## src/rtl/seg_scan_arbiter.sv

```systemverilog
// Four-digit seven-segment scan controller shared by two sources, with
// frame-aligned exclusive-display arbitration and anti-ghosting blanking.
module seg_scan_arbiter #(
  parameter int DIV            = 1024,
  parameter int BLANK          = 16,
  parameter int MAX_FRAMES     = 8,
  parameter bit SEG_ACTIVE_LOW = 1'b0
) (
  input  logic        clk_raw,
  input  logic        reset,
  input  logic [15:0] a_val,
  input  logic [3:0]  a_en,
  input  logic        a_req,
  output logic        a_gnt,
  input  logic [15:0] b_val,
  input  logic [3:0]  b_en,
  input  logic        b_req,
  output logic        b_gnt,
  output logic        a,
  output logic        b,
  output logic        c,
  output logic        d,
  output logic        e,
  output logic        f,
  output logic        g,
  output logic        numsl0,
  output logic        numsl1,
  output logic        numsl2,
  output logic        numsl3,
  output logic        frame_tick
);

  localparam int CW = (DIV > 1) ? $clog2(DIV) : 1;
  localparam int HW = $clog2(MAX_FRAMES + 1);
  localparam logic [6:0] SEG_OFF = {7{SEG_ACTIVE_LOW}};

  typedef enum logic [1:0] {SPLIT, OWN_A, OWN_B} state_t;

  logic [CW-1:0] r_cnt;
  logic [1:0]    r_idx;
  state_t        r_state;
  logic          r_last_b;
  logic [HW-1:0] r_hold;
  logic          r_a_gnt;
  logic          r_b_gnt;
  logic          r_tick;
  logic [3:0]    r_numsl;
  logic [6:0]    r_seg;

  logic          w_wrap;
  logic          w_boundary;
  logic          w_blank;
  logic          w_own_a;
  logic [15:0]   w_val;
  logic [3:0]    w_en;
  logic [3:0]    w_nib;
  logic [6:0]    w_hex;

  assign w_wrap     = (r_cnt == CW'(DIV - 1));
  assign w_boundary = w_wrap && (r_idx == 2'd3);
  assign w_blank    = (r_cnt < CW'(BLANK));
  // In SPLIT mode A owns digits 0-1, B owns digits 2-3.
  assign w_own_a    = (r_state == OWN_A) || ((r_state == SPLIT) && !r_idx[1]);
  assign w_val      = w_own_a ? a_val : b_val;
  assign w_en       = w_own_a ? a_en : b_en;
  assign w_nib      = w_val[{r_idx, 2'b00} +: 4];

  always_comb begin
    w_hex = 7'h00;
    case (w_nib)
      4'h0: w_hex = 7'h3F;
      4'h1: w_hex = 7'h06;
      4'h2: w_hex = 7'h5B;
      4'h3: w_hex = 7'h4F;
      4'h4: w_hex = 7'h66;
      4'h5: w_hex = 7'h6D;
      4'h6: w_hex = 7'h7D;
      4'h7: w_hex = 7'h07;
      4'h8: w_hex = 7'h7F;
      4'h9: w_hex = 7'h6F;
      4'hA: w_hex = 7'h77;
      4'hB: w_hex = 7'h7C;
      4'hC: w_hex = 7'h39;
      4'hD: w_hex = 7'h5E;
      4'hE: w_hex = 7'h79;
      4'hF: w_hex = 7'h71;
      default: w_hex = 7'h00;
    endcase
  end

  always_ff @(posedge clk_raw) begin
    if (reset) begin
      r_cnt    <= '0;
      r_idx    <= 2'd0;
      r_state  <= SPLIT;
      r_last_b <= 1'b1;
      r_hold   <= '0;
      r_a_gnt  <= 1'b0;
      r_b_gnt  <= 1'b0;
      r_tick   <= 1'b0;
      r_numsl  <= 4'hF;
      r_seg    <= SEG_OFF;
    end else begin
      r_cnt   <= w_wrap ? '0 : r_cnt + 1'b1;
      r_idx   <= w_wrap ? r_idx + 2'd1 : r_idx;
      r_tick  <= w_boundary;
      r_numsl <= w_blank ? 4'hF : ~(4'b0001 << r_idx);
      r_seg   <= ((w_blank || !w_en[r_idx]) ? 7'h00 : w_hex) ^ SEG_OFF;

      if (w_boundary) begin
        case (r_state)
          SPLIT: begin
            if (a_req && (!b_req || r_last_b)) begin
              r_state <= OWN_A; r_a_gnt <= 1'b1; r_b_gnt <= 1'b0;
              r_hold  <= HW'(1); r_last_b <= 1'b0;
            end else if (b_req) begin
              r_state <= OWN_B; r_a_gnt <= 1'b0; r_b_gnt <= 1'b1;
              r_hold  <= HW'(1); r_last_b <= 1'b1;
            end
          end
          OWN_A: begin
            if (b_req && (!a_req || r_hold == HW'(MAX_FRAMES))) begin
              r_state <= OWN_B; r_a_gnt <= 1'b0; r_b_gnt <= 1'b1;
              r_hold  <= HW'(1); r_last_b <= 1'b1;
            end else if (!a_req) begin
              r_state <= SPLIT; r_a_gnt <= 1'b0; r_b_gnt <= 1'b0;
              r_hold  <= '0;
            end else if (r_hold != HW'(MAX_FRAMES)) begin
              // Saturate so a long uncontested hold still yields promptly.
              r_hold <= r_hold + 1'b1;
            end
          end
          OWN_B: begin
            if (a_req && (!b_req || r_hold == HW'(MAX_FRAMES))) begin
              r_state <= OWN_A; r_a_gnt <= 1'b1; r_b_gnt <= 1'b0;
              r_hold  <= HW'(1); r_last_b <= 1'b0;
            end else if (!b_req) begin
              r_state <= SPLIT; r_a_gnt <= 1'b0; r_b_gnt <= 1'b0;
              r_hold  <= '0;
            end else if (r_hold != HW'(MAX_FRAMES)) begin
              r_hold <= r_hold + 1'b1;
            end
          end
          default: begin
            r_state <= SPLIT; r_a_gnt <= 1'b0; r_b_gnt <= 1'b0;
            r_hold  <= '0;
          end
        endcase
      end
    end
  end

  assign a_gnt      = r_a_gnt;
  assign b_gnt      = r_b_gnt;
  assign frame_tick = r_tick;
  assign {g, f, e, d, c, b, a} = r_seg;
  assign {numsl3, numsl2, numsl1, numsl0} = r_numsl;

endmodule

```

## config.mk

```make
export PLATFORM = sky130hd
export DESIGN_NAME = seg_scan_arbiter
export DESIGN_NICKNAME = d
export VERILOG_FILES = /design/src/rtl/seg_scan_arbiter.sv
export SDC_FILE = /design/constraint.sdc
export NUM_CORES = 1
export LEC_CHECK = 0
export ABC_AREA = 1
export BUFFER_PORTS_ARGS = -buffer_cell sky130_fd_sc_hd__buf_2
export CORE_MARGIN = 2
export CORE_UTILIZATION = 25
export CTS_CLUSTER_SIZE = 25
export DETAILED_ROUTE_END_ITERATION = 12
export HOLD_SLACK_MARGIN = 0.1
export PLACE_DENSITY_LB_ADDON = 0.15
export RECOVER_POWER = 50
export SYNTH_ARGS = -nofsm -noshare
export SYNTH_HDL_FRONTEND = slang
export SYNTH_SLANG_ARGS = --single-unit
```

## constraint.sdc

```tcl
create_clock -name clk_raw -period 2 [get_ports clk_raw]
set_clock_uncertainty 0.1 [all_clocks]
set_input_delay 0.3 -clock clk_raw [delete_from_list [all_inputs] [get_ports clk_raw]]
set_output_delay 0.3 -clock clk_raw [all_outputs]
set_load 0.02 [all_outputs]
```

== Yosys cells after proc, flatten, opt, wreduce, memory -nomap -nowiden ==
Memory sizes are Yosys's and may differ from the RTL's. A register that Yosys moved wholly into a read port is not among the register bits.
Cells that the tools add are included.

* Input bits: 44
* Bits in read-only memories: 112
* Memories kept: 1
* Flip-flop bits (word level): 26

* Shift operators: 2
* Eq/ne operators: 11
* Reductions and logical operators: 22
* Add/subtract/negate cells: 3
* Magnitude comparators: 2
* Bitwise logic cells: 1
* Muxes and demuxes: 34

{| class="wikitable"
|+ Memories
! memory !! depth !! bits a word !! read ports !! clocked after memory_dff !! wr ports !! RTL line !! RTL
|-
| (no name shown) || 16 || 7 || 1 || 1 || 0 || 70 || <nowiki>case (w_nib)</nowiki>
|}

{| class="wikitable"
|+ Operators by type and width
! operator !! count
|-
| $mux 4 || 8
|-
| $mux 16 || 1
|-
| $shiftx 16x5->4 || 1
|-
| $mux 1 || 13
|-
| $mux 2 || 6
|-
| $pmux 4 s3 || 1
|-
| $add 10x1->10 const B || 1
|-
| $eq 10x10->1 const B || 1
|-
| $lt 10x5->1 const B || 1
|-
| $pmux 1 s3 || 3
|-
| $ne 3x2->1 const B || 2
|-
| $pmux 2 s3 || 1
|-
| $reduce_or 2->1 || 3
|-
| $logic_and 1x1->1 || 5
|-
| $logic_or 1x1->1 || 5
|-
| $reduce_and 5->1 || 1
|-
| $add 4x1->4 const B || 1
|-
| $eq 2x2->1 const B || 2
|-
| $eq 4x4->1 const B || 1
|-
| $logic_not 1->1 || 4
|-
| $ne 4x4->1 const B || 1
|-
| $not 4->4 || 1
|-
| $reduce_and 4->1 || 1
|-
| $shl 1x2->4 const A || 1
|-
| other kinds (10) || 10
|}

== Longest topological paths before layout ==
* Depth after elaboration: 9
* Depth in mapped cells: 17
* Depth with buffers taken out: 16

== Worst setup path before layout ==
No wires, ideal clock.

* Path type: register to register
* Start: register r_state[0]
* End: register r_seg[3]
* Clock period less this slack: 2.175 ns
* Path slack: -0.175 ns
* Data arrival time: 1.963 ns
* Buffers on the path: 1
* Library setup time: 0.113 ns
* Stages on the path, launching flop included: 17
* Cell sequence: dfxtp_1 > inv_1 > ha_1 > nand2_4 > nand2_4 > buf_6 > nand2_1 > nand3_1 > nand2_1 > nand2_1 > nand2_1 > inv_1 > ha_1 > nand2_1 > nand2_1 > nor2_1 > nor2_1

* Longest elaborated chain between the ends: 9

{| class="wikitable"
|+ Ends and longest elaborated chain
! element !! RTL line !! RTL
|-
| start: declaration || 41 || <nowiki>state_t r_state;</nowiki>
|-
| start signal: assignment || 95 || <nowiki>r_state <= SPLIT;</nowiki>
|-
| start signal: assignment || 114 || <nowiki>r_state <= OWN_A; r_a_gnt <= 1'b1; r_b_gnt <= 1'b0;</nowiki>
|-
| start signal: assignment || 117 || <nowiki>r_state <= OWN_B; r_a_gnt <= 1'b0; r_b_gnt <= 1'b1;</nowiki>
|-
| $logic_not 2->1 || 63 || <nowiki>assign w_own_a = (r_state == OWN_A) || ((r_state == SPLIT) && !r_idx[1]);</nowiki>
|-
| $logic_and 1x1->1 || 63 ||
|-
| $logic_or 1x1->1 (*) || 63 ||
|-
| $mux 4 || 65 || <nowiki>assign w_en = w_own_a ? a_en : b_en;</nowiki>
|-
| $bmux 1 s2 || 108 || <nowiki>r_seg <= ((w_blank || !w_en[r_idx]) ? 7'h00 : w_hex) ^ SEG_OFF;</nowiki>
|-
| $mux 1 (not written as such) || 108 ||
|-
| $logic_not 1->1 || 108 ||
|-
| $logic_or 1x1->1 || 108 ||
|-
| $reduce_or 2->1 (no line) || -- ||
|-
| end: declaration || 48 || <nowiki>logic [6:0] r_seg;</nowiki>
|}

Mark *: on every way between the ends. The rest lies on a longest branch, timed or not. The select of a mux whose other input is x is not followed.
A chain may end at the register's enable or synchronous reset.

== Final worst setup path ==
* Start: register r_state[0]
* End: register r_seg[2]

Same word-level chain as after synthesis.

==> flow_metrics.tcl <==
set metrics [dict create \
    status "finished, final reports clean" \
    synth_edf_count 0 \
    crit_type "flip-flop to flip-flop" \
    r2r-start "r_state[0]$_SDFFE_PP0P_" \
    final_util_pct 34.90 \
    first_pass_iters 4 \
    vias 2304 \
    crit_buf_inv 3 \
    cp_max_fo 8 \
    ant_nets 0 \
    die_area_um2 9935 \
    async_flop_share_pct 0 \
    ir_drop_mv 0.2231 \
    drc 0 \
    netlist_instances 326 \
    synth_flop_cell "dfxtp_1" \
    drt-wirelength-per-cell_um 11.68 \
    max_slew_margin_pct 79.33 \
    cp.arrival_ns 2.05 \
    die_w_um 99.68 \
    ys_ff_latch 33 \
    path_cells "inv_2, ha_4, nand2_8, buf_6, nand3_1, nand3_2, nand3_1, nand2_4, buf_4, ha_1, o21ai_1, a21oi_1" \
    hpwl_um 4534 \
    setup_viol 0 \
    min_period_ns 1.970 \
    synth.net_count 388 \
    clock_latency_ns 0.29 \
    max-clock-path-buffers 2 \
    worst_path_max_delay_cell "dfxtp_4" \
    synth.most_common_cell "nand2_1" \
    power_density_nw_per_um2 484.1 \
    io_pins 58 \
    clk_pin_slew_ns 0.07 \
    first_global_vias 2072 \
    reg2reg_depth 12 \
    netlist.area_leader.share_pct 28.87 \
    slew_viol_final 0 \
    gr-total-overflow 0 \
    cts-root-buf "clkbuf_8" \
    max_freq_mhz 507.6 \
    antenna_cells 0 \
    viasPerCell 4.491 \
    antenna_found_initial 0 \
    cts_made_buffers 5 \
    yosys-top-cells-area "dfxtp_1 29%, nand2_1 14%, ha_1 9.8%, nand3_1 9.4%, a21oi_1 5.7%" \
    worst_hold_path.num_cells 2 \
    fin_nets 466 \
    maxCapViolCount 0 \
    finalCritPeriodShare_pct 98.50 \
    critical-path-top-delay-family "simple AND/OR/NAND/NOR gates" \
    layout-drive-gt1-share_pct 33.09 \
    hold_end "a_gnt$_SDFFE_PP0P_" \
    place_congestion 0.8100 \
    clock-sinks 33 \
    r2r-end "r_seg[2]$_SDFF_PP0_" \
    cp-end-kind "flip-flop" \
    synth.yosys.warnings 0 \
    cp.required_ns 2.08 \
    htreeDepth 2 \
    holdCritStartpoint "reset" \
    synth.distinct_cells 35 \
    grt_max_degree 13 \
    core-area_um2 8806 \
    tightest_slew_ns 0.3072 \
    synthToLayoutAreaGrowth_pct 34.28 \
    cts_tree "done" \
    die_y_um 99.68 \
    syn_area_um2 2288 \
    seq_area_frac_synth_pct 28.87 \
    startpoint_type "flip-flop" \
    slowest_delay_ns 0.36 \
    grt_usage_pct 12.13 \
    portBuffers 57 \
    syn_area_per_cell_um2 7.020 \
    drtIter0Drc 67 \
    total_power_w 0.001488 \
    power.leakage_nw 1.382 \
    cp_common_cell "nand3_1" \
    reg2reg_slack_ns 0.03 \
    start_util_pct 25.99 \
    grt_pass1_wl_um 9715 \
    synth.top_cells.by_count "84 x nand2_1, 43 x nand3_1, 33 x dfxtp_1" \
    hold_class "input pin to flip-flop" \
    row_count 34 \
    synth.largest_area_cell "dfxtp_1" \
    finalHoldViolCount 0 \
    routed_wirelength_um 5994 \
]
==> flip-flops by register name (all words and copies together), names as in the netlist, 2 cells and up <==
signal,cells
r_hold,4
r_cnt,10
r_numsl,4
r_idx,2
r_state,2
r_seg,7
==> layer usage <==
metal  GRT usage [%]  vias to the layer above  share of wire, %
met5               0                        -                 0
met4           2.529                        0              0.77
met3           3.865                        6               6.7
met2           19.18                       66                44
met1           16.26                     1012                48
li1                -                     1220                 -
==> cells in the final DEF (no fill, tap or decap), types with 2 or more instances in the layout <==
cell type,Yosys,final
o21a_1,2,2
nand4_1,3,3
o21ai_1,9,8
nor2_1,20,20
dfxtp_1,33,31
buf_2,2,43
ha_4,0,4
inv_2,4,6
nand3_1,43,40
nand2_1,84,74
nor2_8,2,2
nand2_2,7,13
nor2_4,2,2
a21oi_2,2,5
clkbuf_1,2,15
o21ai_0,7,7
buf_4,0,20
a21oi_1,26,23
inv_1,32,29
clkbuf_8,0,6
ha_2,0,2
buf_6,5,2
nand3_2,6,9
ha_1,18,12
nand2_4,3,7
==> area by class of cell <==
class                   instances  area (µm²)
flip-flops and latches         33       665.6
fillers                       978        5733
well taps                     108       135.1
clock inverters                 1       30.03
inverters                      37       146.4
repair buffers                 79       440.4
clock buffers                   7       86.33
multi-input cells             248        1569
==> power breakdown <==
group	internal [W]	switching [W]
Sequential	0.000661	0.00000537
Clock	0.000406	0.000247
Combinational	0.0000753	0.0000926
Total	0.00114	0.000345
==> metrics by stage <==
stage / setup TNS, ns / worst slack [ns] / std cells / hold WS, ns / area, µm²
6_report: 0 / 0.02991 / 513 / 0.2053 / 3073
5_1_grt: -0.3203 / -0.08406 / 513 / 0.2173 / 3073
4_1_cts: 0 / 0.008984 / 508 / 0.1959 / 2938
3_5_place_dp: -0.07965 / -0.02988 / 499 / 0.3481 / 2798
3_3_place_gp: -0.05825 / -0.02828 / 499 / 0.3466 / 2798
2_1_floorplan: 0 / 0.01254 / 326 / 0.3288 / 2326
==> how the worst max path moves through the flow <==
stage	start	to	slack [ns]	cells past startpoint
floorplan	r_state[0]$_SDFFE_PP0P_	r_seg[3]$_SDFF_PP0_	0.01	16
global placement	r_state[0]$_SDFFE_PP0P_	r_seg[4]$_SDFF_PP0_	-0.03	12
detailed placement	r_state[0]$_SDFFE_PP0P_	r_seg[5]$_SDFF_PP0_	-0.03	14
CTS	r_state[0]$_SDFFE_PP0P_	r_seg[5]$_SDFF_PP0_	0.009	16
global route	r_state[0]$_SDFFE_PP0P_	r_seg[5]$_SDFF_PP0_	-0.08	14
finish	r_state[0]$_SDFFE_PP0P_	r_seg[2]$_SDFF_PP0_	0.03	12
==> timing repair <==
item | CTS | global route
pin swaps | 1 | 5
cloned | 1 | 0
gates resized for setup | 4 | 29
hold buffers | 0 | 0
endpoints found under the setup margin | 6 | 16
buffers inserted | 0 | 5
endpoints found under the hold margin | 0 | 0
==> logic make-up (layout without fill, tap and decap cells) <==
family / after synthesis / count (layout) / synth area share [%]
adders and majority gates: 18 / 18 / 9.842
xor gates and xnor gates: 1 / 1 / 0.3828
AOI/OAI and AO/OA: 51 / 51 / 12.63
and+or+nand+nor: 177 / 178 / 38.87
buffers and inverters: 46 / 124 / 9.404
DFF: 33 / 33 / 28.87
No activity file was read; power rests on OpenSTA's default activity.
